**src/rtl/tp_stage_seq.sv**
```systemverilog
// Time-pulse sequencer: one-hot T rotation per memory cycle, stage staging at the
// MCT boundary, single-step hold, and GOJAM restart handling.
module tp_stage_seq #(
    parameter int NTP     = 12,
    parameter int STAGE_W = 2,
    parameter int MCT_W   = 16
) (
    input  logic               CLOCK,
    input  logic               rst,
    input  logic               GOJAM,
    input  logic               STALL,
    input  logic               STG_LD,
    input  logic [STAGE_W-1:0] STG_SET,
    input  logic               STG_CLR,
    input  logic               SSTEP,
    input  logic               STEP,
    output logic [NTP-1:0]     T,
    output logic [NTP-1:0]     T_,
    output logic [STAGE_W-1:0] STAGE,
    output logic               MCT_END,
    output logic               GOJ1,
    output logic               HALTED,
    output logic [MCT_W-1:0]   MCT_COUNT
);

    typedef enum logic {RUN = 1'b0, HOLD = 1'b1} state_t;

    localparam logic [NTP-1:0] T01 = {{(NTP-1){1'b0}}, 1'b1};

    state_t               state_q, state_d;
    logic [NTP-1:0]       t_q, t_d;
    logic [STAGE_W-1:0]   stage_q, stage_d;
    logic [STAGE_W-1:0]   pend_q, pend_d;
    logic [MCT_W-1:0]     cnt_q, cnt_d;
    logic                 goj1_q, goj1_d;
    logic                 step_prev_q;

    logic [STAGE_W-1:0]   pend_upd;
    logic                 step_edge;
    logic                 boundary;

    // Clear beats load; this value also feeds STAGE directly at the boundary.
    assign pend_upd  = STG_CLR ? '0 : (STG_LD ? STG_SET : pend_q);
    assign step_edge = STEP & ~step_prev_q;
    assign boundary  = t_q[NTP-1];

    always_comb begin
        state_d = state_q;
        t_d     = t_q;
        stage_d = stage_q;
        pend_d  = pend_q;
        cnt_d   = cnt_q;
        goj1_d  = goj1_q;
        if (GOJAM) begin
            state_d = RUN;
            t_d     = T01;
            stage_d = '0;
            pend_d  = '0;
            goj1_d  = 1'b1;
        end else if (!STALL) begin
            case (state_q)
                RUN: begin
                    pend_d = pend_upd;
                    t_d    = {t_q[NTP-2:0], t_q[NTP-1]};
                    if (boundary) begin
                        stage_d = pend_upd;
                        pend_d  = '0;
                        cnt_d   = cnt_q + 1'b1;
                        goj1_d  = 1'b0;
                        if (SSTEP) begin
                            state_d = HOLD;
                            t_d     = '0;
                        end
                    end
                end
                HOLD: begin
                    pend_d = pend_upd;
                    // Only a fresh STEP edge or leaving single-step mode releases the hold.
                    if (step_edge || !SSTEP) begin
                        state_d = RUN;
                        t_d     = T01;
                    end
                end
                default: state_d = RUN;
            endcase
        end
    end

    always_ff @(posedge CLOCK) begin
        if (rst) begin
            state_q     <= RUN;
            t_q         <= T01;
            stage_q     <= '0;
            pend_q      <= '0;
            cnt_q       <= '0;
            goj1_q      <= 1'b1;
            step_prev_q <= 1'b0;
        end else begin
            state_q     <= state_d;
            t_q         <= t_d;
            stage_q     <= stage_d;
            pend_q      <= pend_d;
            cnt_q       <= cnt_d;
            goj1_q      <= goj1_d;
            step_prev_q <= STEP;
        end
    end

    // HALTED is the state register itself, so it doubles as the FSM debug view.
    assign T         = t_q;
    assign T_        = ~t_q;
    assign STAGE     = stage_q;
    assign MCT_END   = t_q[NTP-1];
    assign GOJ1      = goj1_q;
    assign HALTED    = (state_q == HOLD);
    assign MCT_COUNT = cnt_q;

endmodule

```
**config.mk**
```make
export PLATFORM = sky130hd
export DESIGN_NAME = tp_stage_seq
export DESIGN_NICKNAME = d
export VERILOG_FILES = /design/src/rtl/tp_stage_seq.sv
export SDC_FILE = /design/constraint.sdc
export NUM_CORES = 1
export LEC_CHECK = 0
export ABC_AREA = 1
export BUFFER_PORTS_ARGS = -buffer_cell sky130_fd_sc_hd__clkbuf_2
export CORE_UTILIZATION = 45
export CTS_BUF_LIST = sky130_fd_sc_hd__clkbuf_4 sky130_fd_sc_hd__clkbuf_8
export CTS_CLUSTER_SIZE = 14
export DETAILED_ROUTE_END_ITERATION = 8
export PLACE_DENSITY_LB_ADDON = 0.15
export SETUP_SLACK_MARGIN = 0.15
export SYNTH_ARGS = -nofsm -noshare
export SYNTH_HDL_FRONTEND = slang
export SYNTH_SLANG_ARGS = --single-unit
```
**constraint.sdc**
```tcl
create_clock -name CLOCK -period 1.64 [get_ports CLOCK]
set_input_delay 0.082 -clock CLOCK [delete_from_list [all_inputs] [get_ports CLOCK]]
set_output_delay 0.082 -clock CLOCK [all_outputs]
set_load 0.02 [all_outputs]
```
Word level (Yosys, flattened, before mapping)
Cells that the tools add are included.

Add/subtract/negate cells: 1. Multiply operators: 0. Divide/modulo/power cells: 0. Order comparisons: 0. Equality and inequality tests: 1. Shifts and indexed selects: 0. Muxes and demuxes: 12. Bitwise logic cells: 6. Reductions and logical operators: 6.

Operator list (count): two-way mux 12 bit (3); one-hot mux 12 bit (2 select lines) (1); adder 16 x 1 -> 16 bit, second input constant (1); inverter 12 bit (1); two-way mux 2 bit (3); inverter 1 bit (4); one-hot mux 2 bit (2 select lines) (1); AND reduction 4 bit (1); two-way mux 1 bit (3); AND reduction 3 bit (1); != test 2 x 1 -> 1 bit, second input constant (1); one-hot mux 1 bit (2 select lines) (1); AND reduction 2 bit (1); OR reduction 2 bit (1); bitwise AND 1 bit (1); logical NOT 1 bit (1); logical OR 1 bit (1).

Register bits: 35. Bits in latches: 0. Memory bits (writable): 0. Memory bits (read-only): 0. Input port bits: 10. Word-level logic and storage cells: 33. Memories: 0.

Longest topological paths before layout
Gate-level depths: netlist (run 1).

Depth in word-level cells: 5. Gate-level depth with buffers: 8.

Worst setup path after synthesis (run 1)
OpenSTA, ideal clock, no wires.

Kind: reg-to-reg. Start point: register cnt_q[1], in the netlist MCT_COUNT[1]. End point: register cnt_q[14], in the netlist MCT_COUNT[14]. Setup time: 0.113 ns. Arrival: 1.269 ns. Slack: 0.258 ns. Stages on the path, launching flop included: 9. Path buffers: 0. Period minus slack after synthesis: 1.382 ns. Cell sequence: dfxtp_1 > ha_1 > nand2_1 > nor2_4 > nand2_4 > nor2_4 > nand2_1 > nand2_1 > nor2_1.

Word-level cells in the longest chain between the ends: 1.

RTL lines: from (decl) (line 34) `logic [MCT_W-1:0] cnt_q, cnt_d;`; from (signal assigned) (line 103) `cnt_q <= cnt_d;`; adder 16 x 1 -> 16 bit (line 68) `cnt_d = cnt_q + 1'b1;`.

Every way passes these cells. A chain may end at the register's enable or synchronous reset.

Worst setup path after layout (run 1)
Same ends and word-level chain as after synthesis.

==> results of run 1 <==
layer usage:
layer,GRT usage (%),routed length (um),vias up,share of wire (%)
li1,-,-,858,-
met1,24.4,1600,698,46
met2,32.9,1640,40,47
met3,5.47,173,6,5.0
met4,9.59,49,0,1.4
met5,0,0,-,0
area by class of cell:
cell class	count	area, sq um	area share, %
Multi-Input combinational cell	162	782	38.4
Sequential cell	35	701	34.4
Timing Repair Buffer	58	308	15.1
Inverter	35	131	6.45
Tap cell	46	57.6	2.83
Clock buffer	6	51.3	2.52
Clock inverter	1	5.00	0.246
power breakdown:
part           switching (mW)  internal [mW]  total [mW]
combinational          0.0591         0.0306      0.0897
sequential            0.00481          0.855       0.860
clock                   0.287          0.199       0.485
cell families (layout without fill, tap and decap cells):
logic type,Yosys count,after routing
fa+ha+maj,1,1
compound gates,35,35
flops,35,35
xor+xnor,1,1
simple gates,125,125
buf+inv,40,100
worst reg2reg max path: stages (launching register included):
cell and delay, ns:
dfxtp_1 0.38, ha_1 0.18, nand2_1 0.13, nor2_4 0.18, nand2_4 0.09, nor2_4 0.11
nand2_1 0.05, nand2_1 0.05, nor2_1 0.04
sequential cells by signal, indices dropped and copies added, names as in the netlist:
register and count:
pend_q 2, HALTED 1, T 12, GOJ1 1
MCT_COUNT 16, STAGE 2, step_prev_q 1
what timing repair did:
action | in CTS | in global routing
resized for setup | 0 | 0
hold buffers | 3 | 0
buffers inserted | 0 | 0
endpoints found under the hold margin | 4 | 0
through the flow:
step / setup slack, ns / utilization (%) / cells
after CTS: 0.323 / 59.6 / 343
after detailed placement: 0.342 / 57.1 / 333
after floorplan: 0.258 / - / 237
after global placement: 0.389 / 57.1 / 333
final: 0.318 / 59.6 / 343
after global routing: 0.183 / 59.6 / 343
final timing paths:
| path | start | to |
|---|---|---|
| hold / removal | STG_CLR | pend_q[0] |
| hold reg to reg | GOJ1 | GOJ1 |
| setup / recovery | MCT_COUNT[1] | MCT_COUNT[14] |
| setup reg to reg | MCT_COUNT[1] | MCT_COUNT[14] |
cells in the mapped netlist (all sizes together):
cell type	instances
nand2	69
nor2	42
o211ai	1
nand3	9
xor2	1
buf	5
inv	35
a21oi	24
a211oi	1
o21ai	7
o21bai	2
ha	1
nor3	2
dfxtp	35
nand4	3
placed cells by master (no fill, tap or decap), types with 2 or more instances in the layout:
cell type / count
clkbuf_2: 54
nor2_2: 2
nand2_2: 3
a21oi_1: 24
nor2_1: 34
inv_1: 33
nor2_4: 6
dlygate4sd3_1: 3
o21ai_0: 7
nor3_1: 2
nand2_1: 65
inv_2: 2
nand3_1: 8
clkbuf_4: 5
nand4_1: 3
o21bai_2: 2
dfxtp_1: 35
==> flow_summary.json, run 1 <==
{
  "status": "finished, final reports clean",
  "crit_top_cell": "nand2_1",
  "vias_per_cell": 4.67,
  "slowest_delay_ns": 0.38,
  "path_class": "reg2reg",
  "nNetsFinal": 308,
  "maxCapViolations": 0,
  "placementRows": 21,
  "fillerInstances": 351,
  "place.gp.congestion": 0.786,
  "io-pin-count": 55,
  "synth-simple-area-share_pct": 34.6,
  "powerDensity_nw_per_um2": 705,
  "r2r_cells": 8,
  "hpwl_um": 2560,
  "yosysWarnings": 0,
  "p_total_mw": 1.43,
  "wire_per_inst_um": 10.1,
  "antenna_found_initial": 0,
  "period_minus_slack_ns": 1.32,
  "slew_headroom_pct": 70.8,
  "worst_pin_slew_ns": 0.438,
  "antenna_cells": 0,
  "critPathLaunchType": "register",
  "drt_iter0_drc": 77,
  "synth_area_leaders": "dfxtp_1 43%, nand2_1 15%, nor2_1 7.8%, inv_1 7.5%, a21oi_1 7.3%",
  "cp-end-kind": "register",
  "crit_chain": "ha_1 -> nand2_1 -> nor2_4 -> nand2_4 -> nor2_4 -> nand2_1 -> nand2_1 -> nor2_1",
  "clock_latency_ns": 0.34,
  "grt_max_degree": 15,
  "ant_nets": 0,
  "cts_buffers": 5,
  "cp_data_arrival_time_ns": 1.55,
  "ys_seq_area_share_pct": 42.6,
  "drt-total-wl_um": 3460,
  "required_ns": 1.87,
  "setup_viol": 0,
  "synthAdderAreaFrac_pct": 0.761,
  "synth_cells": 237,
  "synth_compound_area_share_pct": 11.7,
  "die_w_um": 62.4,
  "grt_pass1_vias": 1436,
  "syn_area_per_cell_sq_um": 6.94,
  "synthDominantCellAreaShare_pct": 42.6,
  "slew_viol_final": 0,
  "fin_hold_ws_ns": 0.0207,
  "start_util_pct": 48.1,
  "port_buffers": 54,
  "drt_first_pass_iters": 4,
  "finalHoldViolations": 0,
  "die_h_um": 62.4,
  "grt_setup_unrepaired": "no",
  "crit_path_top_delay_cell": "dfxtp_1",
  "cts_num_sinks": 35,
  "detailroute.via_count": 1602,
  "cp.depth": 8,
  "synth_mux_area_share_pct": 0,
  "synth_nets": 248,
  "track_usage_pct": 20.1,
  "core_area_sq_um": 3420,
  "crit_family": "simple AND/OR/NAND/NOR gates",
  "min_path_type": "in2reg",
  "dieArea_sq_um": 3900,
  "cts_max_path_buffers": 2,
  "clock.fmax_ghz": 0.756,
  "hold_depth": 4,
  "max-vdd-ir-drop_mv": 0.316,
  "synth.lib_cells_used.distinct": 22,
  "fin_crit_sh_pct": 80.6,
  "area_delta_synth_final_pct": 23.8,
  "cp.buffers_inverters": 0,
  "p_leak_nw": 0.911,
  "synth_xor_area_share_pct": 0.533,
  "drc": 0,
  "grt_overflow": 0,
  "crit_fanout": 4,
  "cts_root_buf": "clkbuf_4",
  "synth_top_area_cell": "dfxtp_1",
  "h-tree-depth": 2,
  "rrSetupSlack_ns": 0.32,
  "path_clk_slew_ns": 0.11,
  "fin_area_sq_um": 2040,
  "cts_tree": "yes",
  "layout-drive-gt1-share_pct": 26.6,
  "synth_area_sq_um": 1640,
  "grt_pass1_wl_um": 6240,
  "synth_top_family_by_area": "simple AND/OR/NAND/NOR gates",
  "fin_tns_setup_ns": 0,
  "place_area_sq_um": 1950,
  "finalClockSkew_ns": 0.0145,
  "ys_ff_latch": 35
}
No activity file was read; power rests on OpenSTA's default activity.
==> run 2, diff against run 1 <==
==> constraint.sdc (replaced) <==
create_clock -name CLOCK -period 1.2 [get_ports CLOCK]
set_input_delay 0.06 -clock CLOCK [delete_from_list [all_inputs] [get_ports CLOCK]]
set_output_delay 0.06 -clock CLOCK [all_outputs]
set_load 0.02 [all_outputs]
==> flow_summary.json, run 2 (synthesized netlist as in run 1, its figures left out) <==
{
  "clock_latency_ns": 0.35,
  "path_clk_slew_ns": 0.11,
  "sequential_cell_area_sq_um": 749,
  "cts_buffers": 5,
  "start_util_pct": 48.1,
  "place.gp.congestion": 0.785,
  "cts_tree": "yes",
  "setup_viol": 2,
  "grt_pass1_wl_um": 6070,
  "crit_fanout": 7,
  "wire_per_inst_um": 11.6,
  "dieArea_sq_um": 3900,
  "max-vdd-ir-drop_mv": 0.770,
  "cts_root_buf": "clkbuf_4",
  "fin_hold_ws_ns": 0.0330,
  "required_ns": 1.44,
  "violations": "negative setup slack",
  "slew_headroom_pct": 65.2,
  "final_common_cell": "nand2_1",
  "ant_nets": 0,
  "path_class": "reg2reg",
  "rrSetupSlack_ns": -0.09,
  "maxCapViolations": 0,
  "finalHoldViolations": 0,
  "vias_per_cell": 4.71,
  "drt-total-wl_um": 4210,
  "drt_first_pass_iters": 4,
  "hpwl_um": 2650,
  "grt_max_degree": 15,
  "finalClockSkew_ns": 0.00280,
  "cts_num_sinks": 35,
  "placementRows": 21,
  "cts_max_path_buffers": 2,
  "clock.fmax_ghz": 0.778,
  "layout_common_cells": "54 x nand2_1, 48 x clkbuf_2, 29 x inv_1",
  "cp_data_arrival_time_ns": 1.53,
  "period_minus_slack_ns": 1.29,
  "io-pin-count": 55,
  "core_area_sq_um": 3420,
  "status": "finished with violations",
  "worst_pin_slew_ns": 0.522,
  "p_leak_nw": 1.09,
  "largest_register_ff_count": 16,
  "setup_slack_ns": -0.0853,
  "fin_crit_sh_pct": 107,
  "drt_iter0_drc": 51,
  "detailroute.via_count": 1705,
  "layout-drive-gt1-share_pct": 50.9,
  "h-tree-depth": 2,
  "area_delta_synth_final_pct": 51.2,
  "grt_setup_unrepaired": "yes",
  "die_h_um": 62.4,
  "cp-end-kind": "register",
  "antenna_found_initial": 0,
  "powerDensity_nw_per_um2": 903,
  "critPathLaunchType": "register",
  "die_w_um": 62.4,
  "antenna_cells": 0,
  "fillerInstances": 288,
  "drc": 0,
  "nNetsFinal": 326,
  "grt_overflow": 0,
  "grt_pass1_vias": 1417,
  "min_path_type": "in2reg",
  "track_usage_pct": 19.8,
  "slew_viol_final": 0,
  "port_buffers": 54,
  "multiInputGateArea_sq_um": 973,
  "p_total_mw": 2.25
}
-- run 2: per-layer routing --
layer,global-route usage (%),routed length (um),vias up
met5,0,0,-
met2,33.4,2100,42
met3,5.66,193,7
met4,9.59,58,0
met1,22.8,1850,763
li1,-,-,893
-- run 2: final timing paths --
| kind | depth (start not counted) | endpoint | start |
|---|---|---|---|
| max | 7 | MCT_COUNT[4] | T[11] |
| min | 5 | pend_q[0] | STG_SET[0] |
| max reg2reg | 7 | MCT_COUNT[4] | T[11] |
| min reg2reg | 2 | GOJ1 | GOJ1 |
-- run 2: worst max-delay path, stage by stage (launching register included) --
cell     delay (ns)
dfxtp_4        0.42
inv_6          0.05
nor2_4         0.14
buf_4          0.16
nand2_4        0.07
buf_4          0.14
nor3_2         0.13
nor3_2         0.06
-- run 2: what timing repair did --
item                                    CTS  global route
buffers inserted                          6             7
pin swaps                                 6            16
endpoints found under the hold margin     7             0
hold buffers                              3             0
resized for setup                         8            69
endpoints found under the setup margin   29            48
-- run 2: layout make-up --
cell class,instances,area share [%]
inverters,35,5.59
multi-input cells,162,39.2
clock buffers,6,2.06
flip-flops and latches,35,30.1
well taps,46,2.32
repair buffers,76,19.3
clock inverters,2,1.41
-- run 2: metrics by stage --
| stage | TNS, ns | area (sq um) | cells | util (%) | setup slack [ns] |
|---|---|---|---|---|---|
| 3_3_place_gp | 0 | 2050 | 338 | 60.0 | 0.0565 |
| 5_1_grt | -0.595 | 2490 | 362 | 72.8 | -0.139 |
| 2_1_floorplan | 0 | 1710 | 237 | - | 0.0697 |
| 4_1_cts | 0 | 2230 | 355 | 65.3 | 0.0277 |
| 3_5_place_dp | 0 | 2050 | 338 | 60.0 | 0.0305 |
| 6_report | -0.135 | 2490 | 362 | 72.8 | -0.0853 |
-- run 2: report_power, final --
| part | switching (mW) | internal (mW) | leakage [nW] |
|---|---|---|---|
| combinational | 0.105 | 0.0656 | 0.745 |
| sequential | 0.00812 | 1.15 | 0.296 |
| clock | 0.423 | 0.492 | 0.0482 |
==> run 3, diff against run 2 <==
--- a/config.mk
+++ b/config.mk
@@ -11,7 +11,7 @@
 export CTS_BUF_LIST = sky130_fd_sc_hd__clkbuf_4 sky130_fd_sc_hd__clkbuf_8
 export CTS_CLUSTER_SIZE = 14
 export DETAILED_ROUTE_END_ITERATION = 8
-export PLACE_DENSITY_LB_ADDON = 0.15
+export PLACE_DENSITY_LB_ADDON = 0.1
 export SETUP_SLACK_MARGIN = 0.15
 export SYNTH_ARGS = -nofsm -noshare
 export SYNTH_HDL_FRONTEND = slang
==> flow_summary.json, run 3 (synthesized netlist as in run 1, its figures left out) <==
{
  "status": "finished, final reports clean",
  "core_area_sq_um": 3420,
  "fin_crit_sh_pct": 95.0,
  "largest_register_ff_count": 16,
  "maxCapViolations": 0,
  "fin_tns_setup_ns": 0,
  "path_clk_slew_ns": 0.12,
  "grt_pass1_vias": 1483,
  "layout-drive-gt1-share_pct": 45.2,
  "start_util_pct": 48.1,
  "max-vdd-ir-drop_mv": 0.841,
  "drc": 0,
  "clock.fmax_ghz": 0.878,
  "drt_first_pass_iters": 4,
  "cp_data_arrival_time_ns": 1.43,
  "critPathLaunchType": "register",
  "antenna_cells": 0,
  "finalHoldViolations": 0,
  "crit_top_cell": "nand2_1",
  "finalClockSkew_ns": 0.00784,
  "crit_path_top_delay_cell": "dfxtp_4",
  "slew_viol_final": 0,
  "wire_per_inst_um": 10.5,
  "p_leak_nw": 1.04,
  "period_minus_slack_ns": 1.14,
  "layout_common_cells": "54 x nand2_1, 47 x clkbuf_2, 30 x inv_1, 30 x nor2_1, 18 x a21oi_1",
  "cp.buffers_inverters": 0,
  "fin_area_sq_um": 2370,
  "worst_pin_slew_ns": 0.524,
  "cts_num_sinks": 35,
  "grt_pass1_wl_um": 6380,
  "place_inst": 337,
  "final_core_util_pct": 69.3,
  "die_w_um": 62.4,
  "cts_root_buf": "clkbuf_4",
  "crit_family": "simple AND/OR/NAND/NOR gates",
  "powerDensity_nw_per_um2": 880,
  "cp-end-kind": "register",
  "grt_overflow": 0,
  "path_class": "reg2reg",
  "place_area_sq_um": 2040,
  "placementRows": 21,
  "grt_setup_unrepaired": "yes",
  "hpwl_um": 2580,
  "ant_nets": 0,
  "instances_no_fill": 358,
  "area_delta_synth_final_pct": 44.0,
  "track_usage_pct": 20.4,
  "antenna_found_initial": 0,
  "final_common_cell": "nand2_1",
  "drt_iter0_drc": 73,
  "io-pin-count": 55,
  "cts_tree": "yes",
  "clock_latency_ns": 0.35,
  "cts_max_path_buffers": 2,
  "grt_max_degree": 15,
  "h-tree-depth": 2,
  "die_h_um": 62.4,
  "required_ns": 1.49,
  "detailroute.via_count": 1651,
  "crit_fanout": 4,
  "slew_headroom_pct": 65.0,
  "crit_chain": "ha_4 -> nand2_4 -> nor2_4 -> nand4_1 -> nand2_1 -> nand2_1 -> nor2_1",
  "cts_buffers": 5,
  "place.gp.congestion": 0.772,
  "slowest_delay_ns": 0.39,
  "drt-total-wl_um": 3740,
  "dieArea_sq_um": 3900,
  "setup_viol": 0,
  "min_path_type": "in2reg",
  "port_buffers": 54,
  "nNetsFinal": 322,
  "vias_per_cell": 4.61
}
[run 3: changes by cell type in the layout (fill, tap and decap cells not counted), sizes merged]
cell          delta
buf              -4
bufinv           -1
clkinv           -1
clkinvlp         +1
dlygate4sd3      -1
dlymetal6s4s     +1
inv              +1
[run 3: per-layer routing]
layer / up-vias / share of wire [%] / track usage [%]
met2: 41 / 49 / 34.6
li1: 878 / - / -
met4: 0 / 1.3 / 7.85
met3: 5 / 5.3 / 6.02
met1: 727 / 45 / 24.1
met5: - / 0 / 0
[run 3: timing repair]
action                                  in CTS  in global routing
hold endpoints to repair                     6                  0
gates cloned                                 0                  1
resized for setup                           10                 49
hold buffers                                 3                  0
setup buffers                                7                  2
pin swaps                                    8                 12
endpoints found under the setup margin      27                 39
[run 3: path summary, 6_finish.rpt]
kind	start	endpoint	slack, ns	cells past startpoint
max reg2reg	MCT_COUNT[1]	MCT_COUNT[12]	0.06	7
min	STALL	pend_q[0]	0.05	3
min reg2reg	GOJ1	GOJ1	0.46	2
max	MCT_COUNT[1]	MCT_COUNT[12]	0.06	7
[run 3: stage by stage]
| stage | hold WS, ns | setup WS (ns) | power [mW] |
|---|---|---|---|
| CTS | 0.0300 | 0.0658 | 2.07 |
| finish | 0.0531 | 0.0606 | 2.08 |
| detailed placement | 0.276 | 0.0408 | 1.31 |
| floorplan | 0.125 | 0.0697 | 1.26 |
| global route | 0.0618 | -0.0278 | 2.15 |
| global placement | 0.271 | 0.0543 | 1.31 |
[run 3: cell type report]
class,count,area (sq um)
Clock buffer,7,65.1
Multi-Input combinational cell,162,895
Clock inverter,1,6.26
Inverter,35,141
Timing Repair inverter,1,7.51
Fill cell,300,1050
Tap cell,46,57.6
Sequential cell,35,744
Timing Repair Buffer,71,450
[run 3: power by group]
group	leakage, nW	internal (mW)	switching [mW]
logic	0.708	0.0619	0.0972
registers	0.294	1.15	0.00765
clock network	0.0418	0.344	0.421
total	1.04	1.56	0.526
[run 3: worst register-to-register path, cell delays in order, from the launching register on]
cell and delay (ns):
dfxtp_4 0.39, ha_4 0.15, nand2_4 0.05, nor2_4 0.14
nand4_1 0.14, nand2_1 0.10, nand2_1 0.04, nor2_1 0.08
